<file path="config.mk">
export PLATFORM = sky130hd
export DESIGN_NAME = gol_gen_scheduler_flat
export DESIGN_NICKNAME = d
export VERILOG_FILES = /design/src/rtl/gol_pkg.sv /design/src/rtl/gol_gen_scheduler_if.sv /design/src/rtl/gol_tick_gen.sv /design/src/rtl/gol_gen_scheduler.sv /design/src/flat_wrapper.sv
export SDC_FILE = /design/constraint.sdc
export NUM_CORES = 1
export LEC_CHECK = 0
export ABC_CLOCK_PERIOD_IN_PS = 5300
export CAP_MARGIN = 15
export CORE_UTILIZATION = 36
export DETAILED_ROUTE_END_ITERATION = 8
export HOLD_SLACK_MARGIN = 0.03
export PLACE_DENSITY = 0.88
export SLEW_MARGIN = 20
export SYNTH_ARGS = -nofsm -noshare
export SYNTH_HDL_FRONTEND = slang
export SYNTH_SLANG_ARGS = --single-unit
</file>
<file path="constraint.sdc">
create_clock -name clk -period 5.3 [get_ports clk]
set_input_delay 0.53 -clock clk [delete_from_list [all_inputs] [get_ports clk]]
set_output_delay 0.53 -clock clk [all_outputs]
set_load 0.01 [all_outputs]
</file>
<file path="src/rtl/gol_pkg.sv">
// Shared types and constants for the Game-of-Life generation scheduler.
package gol_pkg;

    typedef enum logic [1:0] {
        PAUSED   = 2'd0,
        RUN_WAIT = 2'd1,
        EVOLVE   = 2'd2
    } sched_state_t;

    localparam int DEF_ROWS = 8;
    localparam int DEF_COLS = 8;

    function automatic int grid_bits(input int rows, input int cols);
        return rows * cols;
    endfunction

    localparam int GRID_BITS = grid_bits(DEF_ROWS, DEF_COLS);

    // Flattened grid, row-major: bit index = row*COLS + col.
    typedef logic [GRID_BITS-1:0] grid_t;

endpackage

</file>
<file path="src/rtl/gol_gen_scheduler_if.sv">
// Control/grid bundle between the button controller, grid register and scheduler.
interface gol_gen_scheduler_if import gol_pkg::*; #(
    parameter int ROWS  = 8,
    parameter int COLS  = 8,
    parameter int GEN_W = 16
) ();
    localparam int GB = grid_bits(ROWS, COLS);

    logic             run_toggle;
    logic             step;
    logic             clear;
    logic             edit_req;
    logic [GB-1:0]    grid_cur;
    logic [GB-1:0]    grid_next;
    logic             commit_evolve;
    logic             commit_clear;
    logic             edit_ack;
    logic             running;
    logic             stable;
    logic [GEN_W-1:0] generation;

    modport master (
        output run_toggle, step, clear, edit_req, grid_cur, grid_next,
        input  commit_evolve, commit_clear, edit_ack, running, stable, generation
    );

    modport slave (
        input  run_toggle, step, clear, edit_req, grid_cur, grid_next,
        output commit_evolve, commit_clear, edit_ack, running, stable, generation
    );
endinterface

</file>
<file path="src/rtl/gol_tick_gen.sv">
// Run-rate counter: counts up from zero and holds at PERIOD-2, which it flags as terminal.
module gol_tick_gen #(
    parameter int PERIOD = 4
) (
    input  logic clk,
    input  logic reset,
    input  logic clr,
    output logic tc
);
    localparam int CW = (PERIOD > 2) ? $clog2(PERIOD - 1) : 1;
    localparam logic [CW-1:0] TERM = CW'(PERIOD - 2);

    logic [CW-1:0] count_q;
    logic [CW-1:0] count_d;

    always_comb begin
        count_d = count_q;
        if (clr) begin
            count_d = '0;
        end else if (count_q != TERM) begin
            count_d = count_q + CW'(1);
        end
    end

    always_ff @(posedge clk) begin
        if (reset) begin
            count_q <= '0;
        end else begin
            count_q <= count_d;
        end
    end

    assign tc = (count_q == TERM);

endmodule

</file>
<file path="src/rtl/gol_gen_scheduler.sv">
// Decides when the grid register commits the next generation or clears, and when
// cell edits may land; pauses itself once the grid stops changing.
module gol_gen_scheduler import gol_pkg::*; #(
    parameter int ROWS   = 8,
    parameter int COLS   = 8,
    parameter int PERIOD = 4,
    parameter int GEN_W  = 16
) (
    input  logic              clk,
    input  logic              reset,
    gol_gen_scheduler_if.slave bus
);
    localparam logic [GEN_W-1:0] GEN_MAX = '1;

    sched_state_t     state_q, state_d;
    logic             single_q, single_d;
    logic             running_q, running_d;
    logic             stable_q, stable_d;
    logic             armed_q, armed_d;
    logic [GEN_W-1:0] gen_q, gen_d;

    logic             evolve_pulse;
    logic             clear_pulse;
    logic             ack_pulse;
    logic             tick_clr;
    logic             tick_tc;
    logic [ROWS-1:0]  row_eq;
    logic             grids_equal;

    // Row-by-row compare keeps each comparator COLS wide.
    for (genvar gi = 0; gi < ROWS; gi++) begin : g_row_cmp
        assign row_eq[gi] = (bus.grid_next[gi*COLS +: COLS] == bus.grid_cur[gi*COLS +: COLS]);
    end
    assign grids_equal = &row_eq;

    always_comb begin
        state_d      = state_q;
        single_d     = single_q;
        stable_d     = stable_q;
        armed_d      = armed_q;
        gen_d        = gen_q;
        evolve_pulse = 1'b0;
        clear_pulse  = 1'b0;
        ack_pulse    = 1'b0;

        if (bus.clear) begin
            clear_pulse = 1'b1;
            state_d     = PAUSED;
            single_d    = 1'b0;
            stable_d    = 1'b0;
            gen_d       = '0;
        end else begin
            unique case (state_q)
                PAUSED: begin
                    if (bus.run_toggle) begin
                        state_d  = RUN_WAIT;
                        stable_d = 1'b0;
                    end else if (bus.step) begin
                        state_d  = EVOLVE;
                        single_d = 1'b1;
                    end else if (bus.edit_req && armed_q) begin
                        ack_pulse = 1'b1;
                        armed_d   = 1'b0;
                        stable_d  = 1'b0;
                    end
                end
                RUN_WAIT: begin
                    if (bus.run_toggle) begin
                        state_d = PAUSED;
                    end else if (tick_tc) begin
                        state_d = EVOLVE;
                    end
                end
                EVOLVE: begin
                    single_d = 1'b0;
                    if (grids_equal) begin
                        stable_d = 1'b1;
                        state_d  = PAUSED;
                    end else begin
                        evolve_pulse = 1'b1;
                        stable_d     = 1'b0;
                        gen_d        = (gen_q == GEN_MAX) ? gen_q : gen_q + GEN_W'(1);
                        state_d      = (single_q || bus.run_toggle) ? PAUSED : RUN_WAIT;
                    end
                end
                default: begin
                    state_d  = PAUSED;
                    single_d = 1'b0;
                end
            endcase
        end

        // A held request is acknowledged once; it must drop before it can win again.
        if (!bus.edit_req) begin
            armed_d = 1'b1;
        end

        running_d = (state_d == RUN_WAIT) || ((state_d == EVOLVE) && !single_d);
    end

    // The tick restarts from zero every time RUN_WAIT is (re)entered.
    assign tick_clr = !((state_q == RUN_WAIT) && (state_d == RUN_WAIT));

    gol_tick_gen #(
        .PERIOD (PERIOD)
    ) u_tick (
        .clk   (clk),
        .reset (reset),
        .clr   (tick_clr),
        .tc    (tick_tc)
    );

    always_ff @(posedge clk) begin
        if (reset) begin
            state_q   <= PAUSED;
            single_q  <= 1'b0;
            running_q <= 1'b0;
            stable_q  <= 1'b0;
            armed_q   <= 1'b1;
            gen_q     <= '0;
        end else begin
            state_q   <= state_d;
            single_q  <= single_d;
            running_q <= running_d;
            stable_q  <= stable_d;
            armed_q   <= armed_d;
            gen_q     <= gen_d;
        end
    end

    // Pulses are suppressed while reset is asserted so the grid register is untouched.
    assign bus.commit_evolve = evolve_pulse & ~reset;
    assign bus.commit_clear  = clear_pulse & ~reset;
    assign bus.edit_ack      = ack_pulse & ~reset;
    assign bus.running       = running_q;
    assign bus.stable        = stable_q;
    assign bus.generation    = gen_q;

endmodule
</file>
<file path="src/flat_wrapper.sv">
// flat-port wrapper written by rule: the top's interface ports become plain ports
module gol_gen_scheduler_flat import gol_pkg::*;
#(
    parameter int ROWS   = 8,
    parameter int COLS   = 8,
    parameter int PERIOD = 4,
    parameter int GEN_W  = 16
)
  (clk, reset, bus_run_toggle, bus_step, bus_clear, bus_edit_req, bus_grid_cur, bus_grid_next, bus_commit_evolve, bus_commit_clear, bus_edit_ack, bus_running, bus_stable, bus_generation);
  gol_gen_scheduler_if #(.ROWS(ROWS), .COLS(COLS), .GEN_W(GEN_W)) bus_i ();
  input  logic clk;
  input  logic reset;
  input wire logic [$bits(bus_i.run_toggle)-1:0] bus_run_toggle;
  input wire logic [$bits(bus_i.step)-1:0] bus_step;
  input wire logic [$bits(bus_i.clear)-1:0] bus_clear;
  input wire logic [$bits(bus_i.edit_req)-1:0] bus_edit_req;
  input wire logic [$bits(bus_i.grid_cur)-1:0] bus_grid_cur;
  input wire logic [$bits(bus_i.grid_next)-1:0] bus_grid_next;
  output wire logic [$bits(bus_i.commit_evolve)-1:0] bus_commit_evolve;
  output wire logic [$bits(bus_i.commit_clear)-1:0] bus_commit_clear;
  output wire logic [$bits(bus_i.edit_ack)-1:0] bus_edit_ack;
  output wire logic [$bits(bus_i.running)-1:0] bus_running;
  output wire logic [$bits(bus_i.stable)-1:0] bus_stable;
  output wire logic [$bits(bus_i.generation)-1:0] bus_generation;
  assign bus_i.run_toggle = bus_run_toggle;
  assign bus_i.step = bus_step;
  assign bus_i.clear = bus_clear;
  assign bus_i.edit_req = bus_edit_req;
  assign bus_i.grid_cur = bus_grid_cur;
  assign bus_i.grid_next = bus_grid_next;
  assign bus_commit_evolve = bus_i.commit_evolve;
  assign bus_commit_clear = bus_i.commit_clear;
  assign bus_edit_ack = bus_i.edit_ack;
  assign bus_running = bus_i.running;
  assign bus_stable = bus_i.stable;
  assign bus_generation = bus_i.generation;
  gol_gen_scheduler #(.ROWS(ROWS), .COLS(COLS), .PERIOD(PERIOD), .GEN_W(GEN_W)) u_core (.clk(clk), .reset(reset), .bus(bus_i));
endmodule
</file>
==> impl.org <==
** Clock network
- TritonCTS buffer count :: 3
- After clock tree synthesis, the repair step resized 0 gates.
- The tree is rooted in a sky130_fd_sc_hd__clkbuf_8.
- After clock tree synthesis, the setup repair step added 0 buffers.
- TritonCTS built the clock tree.
- The longest clock path from root to sink contains 2 buffers.
- Clock H-tree levels :: 1
- Clock sink count :: 24
- The number of hold buffers added after CTS was 0.
- Clock Latency Late Sink :: 0.27 ns
- Clock transition time at the flip-flop clock pins of the worst setup and hold paths :: 0.09 ns

** Cells and area
- In the layout the commonest cells are 154 x sky130_fd_sc_hd__clkdlybuf4s50_1, 64 x sky130_fd_sc_hd__xor2_1, 24 x sky130_fd_sc_hd__nor2_1, 24 x sky130_fd_sc_hd__dfxtp_1, 18 x sky130_fd_sc_hd__nor4_1.
- Leading cell type in the layout, fill and taps excluded :: sky130_fd_sc_hd__clkdlybuf4s50_1
- From synthesis to final layout, the design area changed by 88.8%.
- Final-stage net count :: 519
- Fraction of layout cells with a size suffix above 1 :: 0.0393
- Fin cells :: 452
- The number of antenna diodes in the final layout is 0.
- Fillcell total :: 435

** Die
- Initial core utilization :: 0.373
- The floorplan step defined a die boundary enclosing 5560 sq um.
- The floorplan step defined a core boundary enclosing 5070 sq um.
- Chip width :: 74.5 microns
- After floorplanning, the core was divided into 26 placement rows.
- Count of boundary I/O pins :: 155
- The floorplan step set the die height to 74.5 microns.

** Setup path
- For this run, the slowest stage of the critical path takes 0.49 ns.
- Among all stages on the critical path, the largest delay is contributed by sky130_fd_sc_hd__clkdlybuf4s50_1.
- The signal on the critical path passes through clkdlybuf4s50_1 > xor2_1 > nor4_1 > nand4_1 > nor4_4 > buf_4 > nor3_1 > clkdlybuf4s50_1.
- Required time of the worst setup path :: 4.77 ns
- The worst register-to-register path has a depth of 7.
- Critical path's most frequent cell :: sky130_fd_sc_hd__clkdlybuf4s50_1
- Cell family with most CP delay :: buffers and inverters
- The worst setup path is captured at a primary output.
- Data arrival time of the critical path :: 2.88 ns
- Crit path launch type :: input port
- The critical path runs through a total of 8 cells.
- Kind of critical path :: input port to primary output
- Of all nets on the critical path, the largest fanout is 15.
- Counting both buffers and inverters, the worst setup path holds a total of 3.

** Synth
- Counting distinct cell types in the post-synthesis netlist gives 38.
- Synthesized area per cell :: 8.35 sq um
- The biggest area contributor in the post-synthesis netlist is sky130_fd_sc_hd__xor2_1.
- In the synthesized netlist the async set-or-reset flop fraction comes to 0.
- Ranked by total cell area, the synthesized netlist is headed by sky130_fd_sc_hd__xor2_1 30%, sky130_fd_sc_hd__dfxtp_1 25%, sky130_fd_sc_hd__nor4_1 5.9%.
- The cell area that synthesis handed to floorplanning was 1890 sq um.
- Syn Nets :: 363
- Number of synthesized flops with an enable pin :: 0
- Cells after synthesis :: 227
- Of the synthesized area, sequential elements account for 0.254.
- Top cell type's share of synthesized area :: 0.296
- Counting flops and latches in the post-synthesis netlist gives 24.
- The Yosys step of the flow raised 0 warnings.
- Most instantiated flip-flop cell in the synthesis netlist :: sky130_fd_sc_hd__dfxtp_1

** Drt
- Using the TritonRoute via totals, the vias-per-cell ratio works out to 4.92.
- For this run, the detailed router's first-pass iteration total came to 4.
- Once detail routing completed, the nets flagged for antenna violations numbered 0.
- Detail-routed net length per standard cell :: 15.3 microns
- The detailed router placed 2225 vias in this run.
- Number of DRC markers after the initial detailed-route iteration :: 64
- In the routed design, unresolved DRC markers number 0.
- Summed over all layers, the routed wires come to 6920 microns.

** Timing
- Final Hold Violating Endpoints :: 0
- Total of endpoints with negative setup slack in the final report :: 0
- At the pin with the least slew margin, the transition time is 0.509 ns.
- Minimum hold slack :: 0.427 ns
- Of the available clock period, the critical path in the final layout requires 0.643.
- Headroom to the max-slew limit came out at 0.659.
- Worst Clk Skew :: 0.0102 ns
- The count of final max-slew check failures was 0.
- Setup repair after global routing left no endpoint under its margin.
- The worst path needs 3.41 ns of the cycle, external delays included.
- In the final timing run, aggregate negative setup slack is 0 ns.
- Upper clock frequency limit :: 293 MHz

** Global routing
- For this run, the total global-route usage over all layers was measured as 0.248.
- Global routing finished with a remaining overflow of 0.
- Initial antenna violation count :: 0
- GR Layer Usage met3 :: 0.0854
- For this run, global-route usage on met1 was measured as 0.267.
- For this run, global-route usage on met2 was measured as 0.444.
- Vias in the first global route :: 2161
- The global routing stage identified its most utilized layer as met2.
- Maximum number of pins on one net before global-route repair :: 20
- The first global-routing pass estimated 10300 microns of wire.

** Place
- Once detailed placement completed, the half-perimeter wirelength came to 5980 microns.
- Count of placed standard cells including taps :: 448
- Input and output buffers added on the ports amount to 154.
- GP Congestion :: 0.861

** Power
- Static leakage power :: 0.00134 uW
- IR analysis of the VDD net gives a maximum drop of 134 uV.
- Power density over the cells :: 143 nW/um^2

** Worst hold path
- Type of the worst min-delay path :: flip-flop to flip-flop
- Hold Path Stages :: 1

** Flow run
- Number of max-cap violations :: 0

** Status
- Outcome :: finished clean
==> logic make-up (layout without fill, tap and decap cells) <==
family / count (synthesis) / after routing / share of synthesized area
and+or+nand+nor: 100 / 100 / 0.301
buffers and inverters: 8 / 163 / 0.0218
muxes: 2 / 2 / 0.0106
adders and majority gates: 2 / 2 / 0.0132
AOI/OAI and AO/OA: 18 / 18 / 0.0628
DFF: 24 / 24 / 0.254
xor gates and xnor gates: 73 / 73 / 0.338
==> state kept, by name, summed over array words and instances, names as in the netlist <==
| register | count |
|---|---|
| u_core.u_tick.count_q | 2 |
| u_core.state_q | 2 |
| u_core.bus.running | 1 |
| u_core.single_q | 1 |
| u_core.armed_q | 1 |
| u_core.bus.stable | 1 |
| u_core.bus.generation | 16 |
==> cells in the mapped netlist, types with 2 or more instances <==
| master | instances |
|---|---|
| sky130_fd_sc_hd__a21oi_1 | 6 |
| sky130_fd_sc_hd__nand2_1 | 13 |
| sky130_fd_sc_hd__dfxtp_1 | 24 |
| sky130_fd_sc_hd__nor2b_1 | 3 |
| sky130_fd_sc_hd__nor4_1 | 18 |
| sky130_fd_sc_hd__nor2_1 | 24 |
| sky130_fd_sc_hd__nand2b_1 | 3 |
| sky130_fd_sc_hd__and4_1 | 2 |
| sky130_fd_sc_hd__and2_1 | 2 |
| sky130_fd_sc_hd__xor2_1 | 64 |
| sky130_fd_sc_hd__nand3_1 | 6 |
| sky130_fd_sc_hd__ha_1 | 2 |
| sky130_fd_sc_hd__clkbuf_1 | 2 |
| sky130_fd_sc_hd__nand4_1 | 7 |
| sky130_fd_sc_hd__mux2i_1 | 2 |
| sky130_fd_sc_hd__a31o_2 | 3 |
| sky130_fd_sc_hd__o21ai_0 | 3 |
| sky130_fd_sc_hd__inv_1 | 4 |
| sky130_fd_sc_hd__and3_1 | 3 |
| sky130_fd_sc_hd__xnor2_1 | 9 |
| sky130_fd_sc_hd__nor3_1 | 10 |
==> final cells by class <==
cell class / instances / area (sq um) / share of cell area
sequential: 24 / 480 / 0.134
timing repair buffer: 155 / 1550 / 0.433
tap: 70 / 87.6 / 0.0245
inverter: 4 / 15.0 / 0.00420
multi-input combinational: 195 / 1370 / 0.384
clock inverter: 1 / 30.0 / 0.00840
clock buffer: 3 / 41.3 / 0.0115
==> metal layers <==
| layer | vias to the layer above | routed length, microns |
|---|---|---|
| met1 | 986 | 2610 |
| li1 | 1106 | - |
| met3 | 26 | 646 |
| met5 | - | 0 |
| met2 | 107 | 3380 |
| met4 | 0 | 282 |
==> path summary, 6_finish.rpt <==
| kind | endpoint | slack, ns | startpoint |
|---|---|---|---|
| setup reg to reg | u_core.bus.generation[7] | 3.14 | u_core.bus.generation[7] |
| hold reg to reg | u_core.u_tick.count_q[0] | 0.43 | u_core.u_tick.count_q[0] |
| hold / removal | u_core.u_tick.count_q[0] | 0.43 | u_core.u_tick.count_q[0] |
| setup / recovery | bus_commit_evolve | 1.89 | bus_grid_cur[22] |
==> metrics by stage <==
step           worst slack (ns)  power, uW  area (sq um)  utilization
6_report                   1.89        511          3580        0.705
5_1_grt                    1.72        538          3580        0.705
4_1_cts                    1.90        514          3580        0.705
3_5_place_dp               1.90        353          3500        0.691
3_3_place_gp               1.93        348          3500        0.691
2_1_floorplan              3.01        233          1890            -
==> report_power, final <==
group	internal [uW]	switching (uW)	total (uW)
clock network	101	61.2	162
logic	114	51.2	165
registers	182	1.74	184
total	397	114	511
Note: power is estimated with default switching activity, not from simulation.
